## src/rtl/alu_issue_stage.sv

```systemverilog
// alu_issue_stage: decodes 16-bit instructions into a registered ALU issue bundle.
// Ports: clk, rst_n (sync, active-low); in_valid/in_instr/in_ready accept handshake;
//   rs1_addr/rs2_addr -> register file, rs1_data/rs2_data <- register file;
//   issue_valid/alu_ready bundle handshake; alusignals, instrout, op1, op2, immx,
//   isimmediate bundle; wb_valid/wb_rd writeback; illegal_err, stall_cnt status.
// Define ALU_ISSUE_SCOREBOARD_EN to enable the RAW/WAW register scoreboard.
module alu_issue_stage #(
    parameter int unsigned NREGS   = 8,
    parameter int unsigned STALL_W = 16
) (
    input  logic               clk,
    input  logic               rst_n,
    input  logic               in_valid,
    input  logic [15:0]        in_instr,
    output logic               in_ready,
    output logic [2:0]         rs1_addr,
    output logic [2:0]         rs2_addr,
    input  logic [15:0]        rs1_data,
    input  logic [15:0]        rs2_data,
    output logic               issue_valid,
    input  logic               alu_ready,
    output logic [11:0]        alusignals,
    output logic [15:0]        instrout,
    output logic [15:0]        op1,
    output logic [15:0]        op2,
    output logic [4:0]         immx,
    output logic               isimmediate,
    input  logic               wb_valid,
    input  logic [2:0]         wb_rd,
    output logic               illegal_err,
    output logic [STALL_W-1:0] stall_cnt
);

    logic [3:0] opc;
    logic       is_imm;
    logic       illegal;
    logic       hazard;
    logic       accept;

    assign opc      = in_instr[15:12];
    assign is_imm   = in_instr[11];
    assign illegal  = (opc > 4'd11);
    assign rs1_addr = in_instr[7:5];
    assign rs2_addr = in_instr[4:2];

    logic        issue_valid_q, issue_valid_d;
    logic [11:0] alusignals_q, alusignals_d;
    logic [15:0] instrout_q, instrout_d;
    logic [15:0] op1_q, op1_d;
    logic [15:0] op2_q, op2_d;
    logic [4:0]  immx_q, immx_d;
    logic        isimmediate_q, isimmediate_d;
    logic        illegal_err_q, illegal_err_d;

    assign in_ready = (!issue_valid_q || alu_ready) && !hazard;
    assign accept   = in_valid && in_ready;

`ifdef ALU_ISSUE_SCOREBOARD_EN
    logic [2:0]         rd;
    logic               is_st, is_cmp, is_mov, is_not, wr_rd;
    logic               hz_rs1, hz_rs2, hz_rd;
    logic [NREGS-1:0]   busy_q, busy_d;
    logic [STALL_W-1:0] stall_cnt_q, stall_cnt_d;

    assign rd     = in_instr[10:8];
    assign is_st  = (opc == 4'd2);
    assign is_cmp = (opc == 4'd5);
    assign is_mov = (opc == 4'd6);
    assign is_not = (opc == 4'd9);
    assign wr_rd  = !illegal && !is_st && !is_cmp;

    // st reads rd as store data; every writer checks rd for WAW.
    assign hz_rs1 = !is_mov && busy_q[rs1_addr];
    assign hz_rs2 = !is_not && !is_imm && busy_q[rs2_addr];
    assign hz_rd  = (is_st || wr_rd) && busy_q[rd];
    assign hazard = !illegal && (hz_rs1 || hz_rs2 || hz_rd);

    always_comb begin
        busy_d      = busy_q;
        stall_cnt_d = stall_cnt_q;
        // Clear first so a same-cycle set on the same register wins.
        if (wb_valid) busy_d[wb_rd] = 1'b0;
        if (accept && wr_rd) busy_d[rd] = 1'b1;
        if (in_valid && hazard && (stall_cnt_q != '1))
            stall_cnt_d = stall_cnt_q + STALL_W'(1);
    end

    always_ff @(posedge clk) begin
        if (!rst_n) begin
            busy_q      <= '0;
            stall_cnt_q <= '0;
        end else begin
            busy_q      <= busy_d;
            stall_cnt_q <= stall_cnt_d;
        end
    end

    assign stall_cnt = stall_cnt_q;
`else
    logic unused_sb;

    assign hazard    = 1'b0;
    assign stall_cnt = '0;
    assign unused_sb = ^{wb_valid, wb_rd, 1'(NREGS)};
`endif

    always_comb begin
        issue_valid_d = issue_valid_q;
        alusignals_d  = alusignals_q;
        instrout_d    = instrout_q;
        op1_d         = op1_q;
        op2_d         = op2_q;
        immx_d        = immx_q;
        isimmediate_d = isimmediate_q;
        illegal_err_d = illegal_err_q;
        // Illegal opcodes are swallowed: accepted, flagged, never issued.
        if (accept && illegal) illegal_err_d = 1'b1;
        if (accept && !illegal) begin
            issue_valid_d = 1'b1;
            alusignals_d  = 12'd1 << opc;
            instrout_d    = in_instr;
            op1_d         = rs1_data;
            op2_d         = is_imm ? 16'd0 : rs2_data;
            immx_d        = in_instr[4:0];
            isimmediate_d = is_imm;
        end else if (alu_ready) begin
            issue_valid_d = 1'b0;
        end
    end

    always_ff @(posedge clk) begin
        if (!rst_n) begin
            issue_valid_q <= 1'b0;
            alusignals_q  <= '0;
            instrout_q    <= '0;
            op1_q         <= '0;
            op2_q         <= '0;
            immx_q        <= '0;
            isimmediate_q <= 1'b0;
            illegal_err_q <= 1'b0;
        end else begin
            issue_valid_q <= issue_valid_d;
            alusignals_q  <= alusignals_d;
            instrout_q    <= instrout_d;
            op1_q         <= op1_d;
            op2_q         <= op2_d;
            immx_q        <= immx_d;
            isimmediate_q <= isimmediate_d;
            illegal_err_q <= illegal_err_d;
        end
    end

    assign issue_valid = issue_valid_q;
    assign alusignals  = alusignals_q;
    assign instrout    = instrout_q;
    assign op1         = op1_q;
    assign op2         = op2_q;
    assign immx        = immx_q;
    assign isimmediate = isimmediate_q;
    assign illegal_err = illegal_err_q;

endmodule

```

## config.mk

```make
export PLATFORM = sky130hd
export DESIGN_NAME = alu_issue_stage
export DESIGN_NICKNAME = d
export VERILOG_FILES = /design/src/rtl/alu_issue_stage.sv
export SDC_FILE = /design/constraint.sdc
export NUM_CORES = 1
export LEC_CHECK = 0
export ABC_AREA = 1
export BUFFER_PORTS_ARGS = -buffer_cell sky130_fd_sc_hd__buf_2
export CAP_MARGIN = 20
export CORE_ASPECT_RATIO = 1.5
export CORE_MARGIN = 2
export CORE_UTILIZATION = 44
export DETAILED_ROUTE_END_ITERATION = 8
export PLACE_DENSITY = 0.84
export SLEW_MARGIN = 20
export SYNTH_ARGS = -nofsm -noshare
export SYNTH_HDL_FRONTEND = slang
export SYNTH_SLANG_ARGS = --single-unit
```

## constraint.sdc

```tcl
create_clock -name clk -period 1.4 [get_ports clk]
set_input_delay 0.21 -clock clk [delete_from_list [all_inputs] [get_ports clk]]
set_output_delay 0.21 -clock clk [all_outputs]
set_load 0.005 [all_outputs]
```

==> metrics.yaml, run 1 <==
sta:
  fin_tns_setup_ns: 0
  rsz0062_at_grt: "false"
  finalCritPeriodShare_pct: 82.4
  fin_ws_ns: 0.246
  clock_skew_ns: 0.00417
  setup_viol: 0
  fin_crit_ns: 1.15
  hold_ws_ns: 0.117
  slew_violations: 0
  fmax_mhz: 867
  finalHoldViolations: 0
placed_design:
  place_congestion: 0.774
  dp_hpwl_um: 4320
  dpl_worst_slack_ns: 0.207
  placed_cell_area_um2: 3230
  dp_cells: 531
  portBuffers: 126
clock_network:
  clockRootBuffer: "clkbuf_8"
  clkTransAtPathRegs_ns: 0.07
  cts_tree: "yes"
  htree_num_levels: 3
  cts_repair_resize_count: 0
  clk_latency_ns: 0.33
  cts.sinks: 62
  postCtsSetupBuffers: 0
  cts_buffer_depth: 2
  hold_buffers: 0
  cts-buffers-inserted: 9
power_and_ir_drop:
  p_sw_share_pct: 23.6
  internal_power_mw: 3.22
  leakagePower_nw: 1.72
  ir_worst_vdd_v: 0.00102
  power.total_mw: 4.21
  power_switching_mw: 0.993
  pwr-share-seq_pct: 44.7
  p_clk_share_pct: 42.8
  p_per_area_nw_per_um2: 1210
  comb_power_share_pct: 12.4
setup_path:
  worst_ep_arrival_time_ns: 1.41
  cp_slowest_stage_delay_ns: 0.33
  crit_fanout: 24
  end_kind: "flip-flop"
  worstSetupPathType: "reg2reg"
  worstSetupStartpointType: "flip-flop"
  cp.required_ns: 1.66
  slowest_stage: "dfxtp_1"
  critical_path.cell_chain: "nand2_2, nand3_4, buf_4, nand2_1, a21oi_2"
floorplan:
  ioPinCount: 147
  die_w_um: 67.7
  dieArea_um2: 6740
  core_area_um2: 5830
  die_y_um: 99.6
  initial_core_util_pct: 46.0
  std_cell_rows: 34
finish:
  drive_above_1_share_pct: 36.6
  area_delta_synth_final_pct: 29.4
  final_core_util_pct: 59.5
  nets: 526
  stdcell_area_um2: 3470
  final_cells: 547
  antennaDiodeCount: 0
logic_synthesis:
  synth_cells: 360
  syn_avg_cell_area_um2: 7.44
  yosysWarnings: 0
  synth_seq_cells: 62
  synthDistinctLibCells: 17
  synth_area_um2: 2680
  ys_seq_area_share_pct: 46.3
detailed_routing:
  viasPerCell: 4.63
  post-route-drc-count: 0
  final_antenna_net_count: 0
  wl_um: 6200
  num_vias: 2535
  post_drt_wl_per_cell_um: 11.3
  drt_iter0_markers: 100
  first_pass_iters: 4
run_status:
  status: "finished, final reports clean"
global_routing:
  grt.busiest_layer: "met2"
  globalRouteOverflowTotal: 0
  grt_usage_pct: 19.0
  grt_max_degree: 38
  use_met1_pct: 19.8
  antenna_found_initial: 0
  grt_util_met2_pct: 34.8
  use_met3_pct: 3.39
  grt_pass1_vias: 2432
  grt_first_pass_wirelength_um: 9980
min_path:
  hold_class: "in2reg"
run:
  drv_cap: 0
[sequential cells by signal, summed over array words and instances (netlist names)]
register and flops:
instrout 16, alusignals 12, issue_valid 1, op2 16
op1 16, illegal_err 1
[metal layers]
| layer | vias up | part of all wire [%] |
|---|---|---|
| li1 | 1290 | - |
| met1 | 1148 | 40 |
| met2 | 86 | 53 |
| met3 | 11 | 5.6 |
| met4 | 0 | 2.1 |
| met5 | - | 0 |
[cells in the mapped netlist]
cell type  instances  area (um2)
inv_2              2        7.51
nor2_1            29         109
a21oi_2           10        87.6
buf_8              1        15.0
inv_1             22        82.6
nand4_1            3        18.8
a21oi_1           52         260
nand3_4            1        17.5
buf_4             29         218
nand2_2           12        75.1
buf_2              8        40.0
nand2_1          110         413
dfxtp_1           62        1240
nand3_1            6        30.0
clkbuf_1          10        37.5
conb_1             1        3.75
buf_6              2        22.5
[power groups by stage]
stage | registers (mW) | clock network (mW) | logic [mW]
after detailed placement | 1.92 | 0 | 0.528
after global routing | 1.89 | 1.88 | 0.593
after global placement | 1.92 | 0 | 0.517
final | 1.88 | 1.80 | 0.524
after floorplan | 1.93 | 0 | 0.335
after CTS | 1.88 | 1.83 | 0.529
[layout by cell type, fill, tap and decap left out]
cell type	count
buf_2	126
nand2_1	110
dfxtp_1	62
a21oi_1	52
nor2_1	29
inv_1	22
conb_1	16
nand2_2	12
clkbuf_8	12
a21oi_2	10
nand3_1	6
buf_12	4
buf_4	4
nand4_1	3
inv_2	2
bufinv_16	2
nand3_4	1
clkbuf_1	1
clkinv_2	1
[final timing paths]
check | from | endpoint | slack (ns) | depth (start not counted)
max reg2reg | issue_valid | op1[6] | 0.25 | 5
max | issue_valid | op1[6] | 0.25 | 5
min | rs1_data[3] | op1[3] | 0.12 | 3
min reg2reg | illegal_err | illegal_err | 0.46 | 2
[cell families after synthesis]
kind of cell,Yosys count,synth area share [%]
buffers and inverters,74,15.8
other,1,0.140
and+or+nand+nor,161,24.8
AOI/OAI and AO/OA,62,13.0
DFF,62,46.3
[critical path, delay by kind of cell, from the launching register on]
family	cells	cell delay, ns
compound gates	1	0.14
buf+inv	1	0.27
flops	1	0.33
simple gates	3	0.33
[final cells by class]
cell class / instances / area (um2)
multi-input combinational: 239 / 1070
tap: 72 / 90.1
timing repair buffer: 134 / 741
inverter: 24 / 90.1
clock inverter: 3 / 65.1
sequential: 62 / 1240
fill: 549 / 2360
clock buffer: 13 / 169
Power figures use the tool's default switching activity.
==> run 2: changes to the inputs <==
==> constraint.sdc (replaced) <==
create_clock -name clk -period 1.1 [get_ports clk]
set_input_delay 0.165 -clock clk [delete_from_list [all_inputs] [get_ports clk]]
set_output_delay 0.165 -clock clk [all_outputs]
set_load 0.005 [all_outputs]
==> metrics.yaml, run 2 (same netlist as run 1, synthesis figures left out) <==
detailed_routing:
  viasPerCell: 4.73
  first_pass_iters: 4
  met2_length_um: 3670
  num_vias: 2618
  final_antenna_net_count: 0
  post_drt_wl_per_cell_um: 12.5
  drt-met1-wl_um: 2780
  wl_um: 6940
  topRoutingLayerUsed: "met4"
  drt_iter0_markers: 139
  post-route-drc-count: 0
  wl_met3_um: 365
finish:
  area_delta_synth_final_pct: 44.0
  antennaDiodeCount: 0
  final_common_cell: "buf_2"
  nets: 535
  final_cell_mix: "125 x buf_2, 77 x nand2_1, 61 x dfxtp_1, 40 x a21oi_2, 34 x nand2_2"
  drive_above_1_share_pct: 50.6
  final_core_util_pct: 66.2
power_and_ir_drop:
  power_switching_mw: 1.34
  leakagePower_nw: 1.88
  p_clk_share_pct: 33.4
  pwr-share-seq_pct: 48.6
  comb_power_share_pct: 18.0
  ir_worst_vdd_v: 0.000728
  p_sw_share_pct: 27.0
  p_per_area_nw_per_um2: 1280
  internal_power_mw: 3.61
sta:
  fin_ws_ns: -0.0218
  finalHoldViolations: 0
  fin_tns_setup_ns: -0.0430
  fin_crit_ns: 1.12
  clock_skew_ns: 0.00624
  hold_ws_ns: 0.0768
  rsz0062_at_grt: "true"
  setup_viol: 4
  slew_violations: 0
  fmax_mhz: 891
  finalCritPeriodShare_pct: 102
global_routing:
  globalRouteOverflowTotal: 0
  antenna_found_initial: 0
  grt_first_pass_wirelength_um: 9830
  grt_max_degree: 35
  grt_pass1_vias: 2260
  grt_usage_pct: 18.8
clock_network:
  cts-buffers-inserted: 9
  cts_tree: "yes"
  cts_buffer_depth: 2
  htree_num_levels: 3
  clk_latency_ns: 0.33
  clkTransAtPathRegs_ns: 0.06
  clockRootBuffer: "clkbuf_8"
  cts.sinks: 62
floorplan:
  std_cell_rows: 34
  die_y_um: 99.6
  dieArea_um2: 6740
  ioPinCount: 147
  initial_core_util_pct: 46.0
  core_area_um2: 5830
  die_w_um: 67.7
placed_design:
  portBuffers: 126
  place_congestion: 0.743
  dp_hpwl_um: 4420
run:
  drv_cap: 0
setup_path:
  worstSetupStartpointType: "flip-flop"
  crit_fanout: 2
  worst_ep_arrival_time_ns: 0.96
  worstSetupPathType: "reg2out"
  cp.required_ns: 0.94
  end_kind: "output port"
run_status:
  violations: "negative setup slack"
  status: "finished, violations left"
min_path:
  hold_class: "in2reg"
-- run 2: cell count changes in the layout (fill, tap and decap cells not counted), sizes merged --
cell / before / now
bufinv: 2 / 0
clkbuf: 13 / 17
inv: 24 / 23
buf: 134 / 138
clkinv: 1 / 3
-- run 2: final cells by class --
cell class / count / area, um2
clock buffers: 12 / 145
clock inverters: 2 / 10.0
fillers: 498 / 1970
inverters: 24 / 103
multi-input cells: 239 / 1320
flip-flops and latches: 62 / 1240
well taps: 72 / 90.1
repair buffers: 143 / 947
-- run 2: what timing repair did --
action                                 in CTS  in global routing
endpoints found under the hold margin       0                  0
hold buffers                                0                  0
gates resized for setup                     6                 75
setup buffers                               1                  0
gates cloned                                0                  6
setup endpoints to repair                  10                 44
pin swaps                                   1                  8
-- run 2: final timing paths --
check / from / slack (ns) / cells past startpoint / endpoint
setup reg to reg: issue_valid / -0.01 / 6 / alusignals[0]
hold / removal: rs1_data[1] / 0.08 / 3 / op1[1]
setup / recovery: issue_valid / -0.02 / 3 / in_ready
hold reg to reg: illegal_err / 0.45 / 2 / illegal_err
-- run 2: power groups by stage --
stage	Clock [mW]	Combinational (mW)	Sequential [mW]
floorplan	0	0.427	2.45
global placement	0	0.687	2.44
detailed placement	0	0.698	2.45
CTS	1.68	0.710	2.40
global route	1.77	0.973	2.41
finish	1.65	0.888	2.40
-- run 2: per-layer routing --
layer / track usage [%] / up-vias
li1: - / 1313
met3: 3.28 / 9
met1: 21.0 / 1202
met4: 9.58 / 0
met5: 0 / -
met2: 33.1 / 94
-- run 2: worst max-delay path: stages, from the launching register on --
cell	delay [ns]
dfxtp_2	0.35
nand2_4	0.07
buf_6	0.11
buf_6	0.10
-- run 2: per-stage QoR --
step	setup slack (ns)	power (mW)	cells	cell area, um2
detailed placement	-0.0210	3.14	533	3290
CTS	-0.0253	4.79	548	3470
global placement	0.0322	3.13	533	3290
finish	-0.0218	4.94	554	3860
floorplan	0.00156	2.88	375	2740
global route	-0.0781	5.15	554	3860
